==> src/rtl/controle_nivel.sv <==
// Automatic tank-level controller: debounced low/high switches, fill/hold FSM
// with hysteresis, fill timeout and sensor-inconsistency fault with operator ack.
module controle_nivel #(
  parameter int DEBOUNCE = 16,
  parameter int TIMEOUT  = 1000
) (
  input  logic       clock,
  input  logic       reset_n,
  input  logic       manual,
  input  logic       sensor_baixo,
  input  logic       sensor_alto,
  input  logic       reconhece,
  output logic       abre_auto,
  output logic       fecha_auto,
  output logic       erro,
  output logic [1:0] estado
);

  localparam int DW = (DEBOUNCE > 1) ? $clog2(DEBOUNCE) : 1;
  localparam int TW = $clog2(TIMEOUT);
  localparam logic [DW-1:0] DB_LAST = DW'(DEBOUNCE - 1);
  localparam logic [TW-1:0] TO_LAST = TW'(TIMEOUT - 1);

  typedef enum logic [1:0] {
    OCIOSO   = 2'd0,
    ENCHENDO = 2'd1,
    CHEIO    = 2'd2,
    ERRO     = 2'd3
  } state_t;

  state_t          state_q, state_d;
  logic            baixo_f_q, baixo_f_d;
  logic            alto_f_q, alto_f_d;
  logic [DW-1:0]   cnt_b_q, cnt_b_d;
  logic [DW-1:0]   cnt_a_q, cnt_a_d;
  logic [TW-1:0]   timer_q, timer_d;
  logic            inc;

  // Filtered value flips only after DEBOUNCE consecutive differing samples.
  always_comb begin
    baixo_f_d = baixo_f_q;
    cnt_b_d   = '0;
    if (sensor_baixo != baixo_f_q) begin
      if (cnt_b_q == DB_LAST) baixo_f_d = sensor_baixo;
      else                    cnt_b_d   = cnt_b_q + 1'b1;
    end
    alto_f_d = alto_f_q;
    cnt_a_d  = '0;
    if (sensor_alto != alto_f_q) begin
      if (cnt_a_q == DB_LAST) alto_f_d = sensor_alto;
      else                    cnt_a_d  = cnt_a_q + 1'b1;
    end
  end

  assign inc = alto_f_q & ~baixo_f_q;

  always_comb begin
    state_d = state_q;
    timer_d = '0;
    case (state_q)
      OCIOSO: begin
        if (inc)            state_d = ERRO;
        else if (manual)    state_d = OCIOSO;
        else if (!baixo_f_q) state_d = ENCHENDO;
        else                state_d = CHEIO;
      end
      ENCHENDO: begin
        if (inc)                     state_d = ERRO;
        else if (manual)             state_d = OCIOSO;
        else if (alto_f_q)           state_d = CHEIO;
        else if (timer_q == TO_LAST) state_d = ERRO;
        else                         timer_d = timer_q + 1'b1;
      end
      CHEIO: begin
        if (inc)             state_d = ERRO;
        else if (manual)     state_d = OCIOSO;
        else if (!baixo_f_q) state_d = ENCHENDO;
      end
      ERRO: begin
        if (reconhece && !inc) state_d = OCIOSO;
      end
      default: state_d = OCIOSO;
    endcase
  end

  always_ff @(posedge clock) begin
    if (!reset_n) begin
      state_q   <= OCIOSO;
      baixo_f_q <= 1'b0;
      alto_f_q  <= 1'b0;
      cnt_b_q   <= '0;
      cnt_a_q   <= '0;
      timer_q   <= '0;
    end else begin
      state_q   <= state_d;
      baixo_f_q <= baixo_f_d;
      alto_f_q  <= alto_f_d;
      cnt_b_q   <= cnt_b_d;
      cnt_a_q   <= cnt_a_d;
      timer_q   <= timer_d;
    end
  end

  assign estado     = state_q;
  assign abre_auto  = (state_q == ENCHENDO);
  assign fecha_auto = (state_q != ENCHENDO);
  assign erro       = (state_q == ERRO);

endmodule

==> config.mk <==
export PLATFORM = sky130hd
export DESIGN_NAME = controle_nivel
export DESIGN_NICKNAME = d
export VERILOG_FILES = /design/src/rtl/controle_nivel.sv
export SDC_FILE = /design/constraint.sdc
export NUM_CORES = 1
export LEC_CHECK = 0
export ABC_AREA = 1
export BUFFER_PORTS_ARGS = -buffer_cell sky130_fd_sc_hd__buf_2
export CORE_ASPECT_RATIO = 1.2
export CORE_MARGIN = 10
export CORE_UTILIZATION = 30
export DETAILED_ROUTE_END_ITERATION = 8
export GPL_ROUTABILITY_DRIVEN = 0
export MAX_ROUTING_LAYER = met4
export SLEW_MARGIN = 30
export SYNTH_ARGS = -nofsm -noshare
export SYNTH_HDL_FRONTEND = slang
export SYNTH_SLANG_ARGS = --single-unit
export TNS_END_PERCENT = 100
==> constraint.sdc <==
create_clock -name clock -period 2.6 [get_ports clock]
set_input_delay 0.26 -clock clock [delete_from_list [all_inputs] [get_ports clock]]
set_output_delay 0.26 -clock clock [all_outputs]
set_load 0.005 [all_outputs]
* Word-level counts from Yosys, hierarchy flattened *
Cells that the tools add are included.

operators by class
  $add $sub $neg = 3
  eq/ne operators = 12
  multiplexer cells = 12
  bitwise logic cells = 6
  reductions and logical operators = 9

operator list
  cell                                                  number
  two-way mux 2 bit                                     11
  adder 10 x 1 -> 10 bit (second input constant)        1
  equality test 10 bit (second input constant)          1
  adder 4 x 1 -> 4 bit (second input constant)          2
  equality test 4 bit (second input constant)           2
  one-hot mux 2 bit (4 select lines)                    1
  OR reduction 3 bit                                    2
  OR reduction 6 bit                                    1
  != test 5 x 2 -> 1 bit (second input constant)        1
  inverter 1 bit                                        5
  equality test 2 bit (second input constant)           2
  != test 2 x 1 -> 1 bit (second input constant)        2
  != test 4 bit (second input constant)                 1
  AND reduction 2 bit                                   2
  AND reduction 3 bit                                   1
  equality test 2 x 1 -> 1 bit (second input constant)  1
  logical NOT 2 bit                                     1
  != test 1 bit                                         2
  bitwise AND 1 bit                                     1
  logical AND 1 bit                                     1
  logical NOT 1 bit                                     1

storage, ports and cells
  flip-flop bits (word level) = 22
  output and inout port bits = 5
  word-level logic and storage cells = 48

* Depth between registers and ports, before layout *
Gate-level depths: netlist of the first run.

  depth in word-level cells = 6
  gate-level depth with buffers = 8
  depth with buffers taken out = 8

* Worst setup path before layout of the first run *
Ideal clock, no wire load.

  kind = reg2reg
  start = register timer_q[0]
  end = register state_q[0] (netlist: estado[0])
  library setup time = 0.117 ns
  data arrival time = 1.107 ns
  data required time = 2.483 ns
  path slack = 1.376 ns
  stages on the path, launching flop included = 9
  buffers on the path = 0
  clock period less this slack = 1.224 ns
  path through = dfxtp_1 -> ha_1 -> nand2_1 -> nor2_1 -> nand3_2 -> nand2_1 -> nand2_1 -> nor2_1 -> nor2_1

between the ends
  longest elaborated chain between the ends = 3

ends and longest elaborated chain
  element                           line  source
  start, declared                   36    logic [TW-1:0] timer_q, timer_d;
  start signal, assigned            100   timer_q <= timer_d;
  equality test 10 bit              71    else if (timer_q == TO_LAST) state_d = ERRO;
  != test 5 x 2 -> 1 bit (no line)  n/a
  AND reduction 3 bit (no line)     n/a
  end signal, assigned              95    state_q <= state_d;
  end, declared                     31    state_t state_q, state_d;

Every way passes these cells.
A chain may end at the register's enable or synchronous reset.

* Worst setup path in the final report of the first run *
Same ends and word-level chain as after synthesis.

==> impl_metrics.csv, run 1 <==
group,metric,value,unit
synthesis,ys.warnings.count,0,
clocking,numCtsBuffers,3,
timing,skew,0.002332,ns
clocking,cts_buffer_depth,2,
floorplanning,die_y,85.19,um
drt,first_pass_iters,4,
drt,num_vias,848,
layout,num_antenna_cells,0,
clocking,clock-root-buffer,"clkbuf_8",
synthesis,synth_top_area_share,0.4146,
layout,fillers,367,
job,drv_cap,0,
power,clkPwrFrac,0.324,
timing,setup_viol,0,
synthesis,synth_nets,145,
synthesis,ys_seq_area_frac,0.4146,
power,switching_power,0.0001425,W
critical_path,crit_fanout,5,
clocking,cts_tree,"yes",
layout,drive_above_1_share,0.1879,
synthesis,synth-seq-cells,22,
floorplanning,rows,23,
synthesis,synth_edf_count,0,
timing,hold_viol_final,0,
clocking,post-cts-setup-buffers,0,
clocking,worstSkewPairLatency,0.25,ns
power,p_comb_frac,0.102,
power,p_int,0.0004736,W
critical_path,required,2.75,ns
layout,fin_nets,160,
clocking,cts_resized,0,
drt,wl,1.856,mm
critical_path,critPathKind,"reg2reg",
clocking,clock-sinks,22,
grt,grt_pass1_wl,3.574,mm
timing,whs,0.3103,ns
synthesis,synth_common_cells,"24 x nor2_1, 23 x nand2_1, 22 x dfxtp_1",
critical_path,cp-end-kind,"register",
power,power.density,513.4,nW/um^2
timing,worstMarginPinSlew,0.3038,ns
timing,rsz0062_at_grt,"no",
grt,track_usage,0.06920,
clocking,path_clk_slew,0.07,ns
critical_path,crit_arrival,1.47,ns
grt,grt_pass1_vias,883,
synthesis,syn_area,1062,um^2
floorplanning,num_io_pins,11,
power,sw_frac_of_total,0.2313,
timing,tns,0,ns
layout,final_util,0.3564,
place,dp.final_hpwl,1.556,mm
drt,drc,0,
power,p_leak,0.4694,nW
drt,drtAntennaViolNets,0,
timing,clock.fmax,756.5,MHz
timing,fin_crit_sh,0.5084,
grt,antenna_found_initial,0,
place,placed_cells,183,
grt,grt-ovfl-total,0,
drt,post_drt_wl_per_cell,9.978,um
layout,multi_input_area,561.8,um^2
power,peakVddDrop,0.2695,mV
synthesis,synth_cell_types,18,
layout,stdcell_count,186,
run_status,status,"complete, no violations",
synthesis,synthCells,136,
power,p_total,0.0006161,W
drt,viasPerCell,4.559,
critical_path,startpoint_type,"register",
clocking,cts_max_level,1,
worst_hold_path,worstHoldPathType,"in2reg",
synthesis,async_flop_share,0,
layout,seq_area,440.4,um^2
timing,finalMaxSlewViolations,0,
synthesis,syn_area_per_cell,7.811,um^2
power,seq_power_share,0.574,
floorplanning,die_x,74.32,um
timing,min_period,1.322,ns
grt,grt_max_degree,12,
synthesis,yosys-top-cells-area,"dfxtp_1 41%, nor2_1 8.5%, nand2_1 8.1%, xor2_1 7.4%, nand3_1 5.7%",
floorplanning,initial_core_util,0.3155,
synthesis,synthMostInstantiatedCell,"nor2_1",
synthesis,synth_top_area_cell,"dfxtp_1",
synthesis,synth_flop_cell,"dfxtp_1",
layout,syn2layout_area_growth,12.96,%
floorplanning,dieArea,6331,um^2
drt,first_iter_violations,23,
clocking,cts_hold_buf,0,
floorplanning,core,3367,um^2
place,io_buffers,10,
timing,relSlewSlack,0.7972,
path summary, 6_finish.rpt:
check                                start          to  slack (ns)  cells past startpoint
worst max-delay path            timer_q[0]   estado[0]        1.28                      8
worst min-delay path               reset_n   estado[1]        0.31                      3
worst max register to register  timer_q[0]   estado[0]        1.28                      8
worst min register to register  cnt_b_q[0]  cnt_b_q[0]        0.46                      1
sequential cells by signal, summed over array words and instances, names as in the netlist:
signal     cells
estado         2
alto_f_q       1
cnt_b_q        4
timer_q       10
baixo_f_q      1
cnt_a_q        4
routing by layer:
layer / vias to the layer above / global-route usage / wire length (um)
li1: 455 / - / -
met1: 385 / 0.07527 / 854
met2: 6 / 0.1172 / 954
met3: 2 / 0.01748 / 33
met4: 0 / 0.02500 / 13
met5: - / - / 0
metrics by stage:
stage | setup WS (ns) | area (um^2)
after floorplan | 1.376 | 1062
after global placement | 1.305 | 1159
after detailed placement | 1.270 | 1159
after CTS | 1.267 | 1200
after global routing | 1.092 | 1200
final | 1.278 | 1200
layout by cell type, fill, tap and decap left out, drive strengths merged:
master | Yosys | routed
a21oi | 5 | 5
buf | 0 | 10
clkbuf | 0 | 3
dfxtp | 22 | 22
ha | 3 | 3
inv | 16 | 16
nand2 | 26 | 26
nand3 | 15 | 15
nand4 | 3 | 3
nor2 | 29 | 29
nor3 | 1 | 1
o21ai | 4 | 4
xnor2 | 3 | 3
xor2 | 9 | 9
power by group through the flow:
stage                     Clock (W)  Combinational [W]  Sequential [W]
after floorplan                   0          0.0000398        0.000360
after global placement            0          0.0000633        0.000361
after detailed placement          0          0.0000646        0.000361
after CTS                  0.000210          0.0000647        0.000354
after global routing       0.000226          0.0000741        0.000355
final                      0.000200          0.0000629        0.000354
cell type report:
type,instances,share of cell area
Sequential cell,22,0.3670
Timing Repair Buffer,10,0.04171
Clock buffer,3,0.03441
Inverter,16,0.05005
Multi-Input combinational cell,98,0.4682
Tap cell,37,0.03858
worst max-delay path, stage by stage (launching register included):
cell	delay, ns
dfxtp_1	0.40
ha_1	0.24
nand2_1	0.07
nor2_1	0.11
nand3_2	0.11
nand2_1	0.10
nand2_1	0.07
nor2_1	0.08
nor2_1	0.04
kinds of logic (layout without fill, tap and decap cells):
family | after synthesis | after routing | synth area share
compound gates | 9 | 9 | 0.04946
xor+xnor | 12 | 12 | 0.09895
fa+ha+maj | 3 | 3 | 0.03534
buf+inv | 16 | 29 | 0.05654
flops | 22 | 22 | 0.4146
simple gates | 74 | 74 | 0.3451
Power figures use the tool's default switching activity.
==> run 2, diff against run 1 <==
- clock period: 2.6 -> 1.2 ns (I/O delays scaled with it)
==> impl_metrics.csv, run 2 (synthesis gave the netlist of run 1 again) <==
group,metric,value,unit
run_status,status,"complete, no violations",
drt,first_pass_iters,4,
clocking,numCtsBuffers,3,
critical_path,r2r_cells,8,
timing,fin_crit_sh,0.9990,
floorplanning,dieArea,6331,um^2
clocking,cts_buffer_depth,2,
worst_hold_path,whs_endpoint,"baixo_f_q",
critical_path,cp-end-kind,"register",
floorplanning,die_y,85.19,um
critical_path,r2r_start,"timer_q[0]",
floorplanning,initial_core_util,0.3155,
clocking,clock-sinks,22,
grt,grt_pass1_vias,926,
place,placed_cells,189,
timing,worstMarginPinSlew,0.2108,ns
critical_path,crit_arrival,1.36,ns
drt,viasPerCell,4.705,
floorplanning,num_io_pins,11,
place,dp.final_hpwl,1.551,mm
grt,antenna_found_initial,0,
critical_path,regToRegEndpoint,"estado[1]",
place,place_ws,0.01242,ns
drt,first_iter_violations,47,
clocking,clock-root-buffer,"clkbuf_8",
timing,relSlewSlack,0.8590,
timing,finalMaxSlewViolations,0,
timing,clock.fmax,834.1,MHz
floorplanning,rows,23,
job,drv_cap,0,
drt,drtAntennaViolNets,0,
drt,post_drt_wl_per_cell,10.35,um
power,p_leak,0.5154,nW
grt,grt-ovfl-total,0,
timing,worst_slack,0.001160,ns
layout,largest_reg_flops,10,
timing,tns,0,ns
drt,drc,0,
layout,reg_top3,"timer_q (10), cnt_a_q (4), cnt_b_q (4)",
grt,grt_max_degree,14,
layout,drive_above_1_share,0.3013,
power,power.density,1229,nW/um^2
place,io_buffers,10,
grt,track_usage,0.07134,
layout,syn2layout_area_growth,23.09,%
critical_path,crit_fanout,3,
critical_path,critPathKind,"reg2reg",
floorplanning,die_x,74.32,um
layout,regMostFlops,"timer_q",
layout,stdcell_count,193,
clocking,worstSkewPairLatency,0.26,ns
layout,layout_commonest_cell,"nor2_1",
worst_hold_path,hold_start,"sensor_baixo",
layout,fin_nets,166,
power,peakVddDrop,0.6866,mV
worst_hold_path,hold_depth,3,
layout,fillers,354,
grt,grt_pass1_wl,3.663,mm
place,placed_area,1207,um^2
layout,num_antenna_cells,0,
layout,stdcell_area,1308,um^2
timing,setup_viol,0,
timing,skew,0.007314,ns
timing,hold_viol_final,0,
drt,wl,1.997,mm
layout,final_util,0.3883,
critical_path,required,1.36,ns
clocking,cts_tree,"yes",
clocking,path_clk_slew,0.08,ns
floorplanning,core,3367,um^2
critical_path,ff2ff_setup_slack,0.001,ns
timing,min_period,1.199,ns
timing,rsz0062_at_grt,"yes",
clocking,cts_max_level,1,
worst_hold_path,worstHoldPathType,"in2reg",
drt,num_vias,908,
critical_path,startpoint_type,"register",
layout,final_cell_mix,"22 x nor2_1, 20 x nand2_1, 16 x inv_1, 16 x dfxtp_1, 12 x nand3_1",
[run 2: changes by cell type in the layout (fill, tap and decap cells not counted), sizes merged]
cell / delta
buf: +6
bufinv: +1
[run 2: through the flow]
stage / power, W / hold slack, ns
floorplan: 0.0008673 / 0.2462
global placement: 0.0009277 / 0.4272
detailed placement: 0.0009317 / 0.4364
CTS: 0.001622 / 0.1547
global route: 0.001691 / 0.1747
finish: 0.001607 / 0.1561
[run 2: critical path: stages (launching register included)]
cell	delay, ns
dfxtp_2	0.36
ha_4	0.15
nand2_2	0.05
nor2_2	0.11
nand3_2	0.11
nand2_2	0.09
nand2_2	0.05
nor2_2	0.11
nor2_1	0.06
[run 2: how the worst max path moves through the flow]
stage	startpoint	endpoint	slack, ns	depth (start not counted)
5_1_grt	timer_q[0]	estado[1]	-0.1	8
6_report	timer_q[0]	estado[1]	0.001	8
3_3_place_gp	timer_q[1]	estado[0]	0.03	8
2_1_floorplan	timer_q[1]	estado[0]	0.03	8
4_1_cts	timer_q[1]	estado[0]	0.006	8
3_5_place_dp	timer_q[1]	estado[0]	0.01	8
[run 2: routing by layer]
| layer | wire length (um) | GRT usage | vias up |
|---|---|---|---|
| met5 | 0 | - | - |
| met4 | 32 | 0.02500 | 0 |
| met3 | 69 | 0.02098 | 5 |
| met2 | 1042 | 0.1227 | 13 |
| met1 | 852 | 0.07465 | 419 |
| li1 | - | - | 471 |
[run 2: repair_timing]
item | CTS | global route
hold buffers | 0 | 0
buffers inserted | 0 | 0
setup endpoints to repair | 1 | 13
gates resized for setup | 1 | 10
pin swaps | 0 | 7
[run 2: layout make-up]
class / count / area (um^2) / share of cell area
clock buffer: 3 / 41.29 / 0.03158
timing repair buffer: 16 / 95.09 / 0.07273
inverter: 16 / 60.06 / 0.04593
tap: 37 / 46.29 / 0.03541
multi-input combinational: 98 / 586.8 / 0.4488
sequential: 22 / 447.9 / 0.3426
clock inverter: 1 / 30.03 / 0.02297
[run 2: power breakdown]
part | total (W) | switching [W] | internal, W
logic | 0.000157 | 0.0000921 | 0.0000651
clock network | 0.000686 | 0.000240 | 0.000446
registers | 0.000764 | 0.0000154 | 0.000749
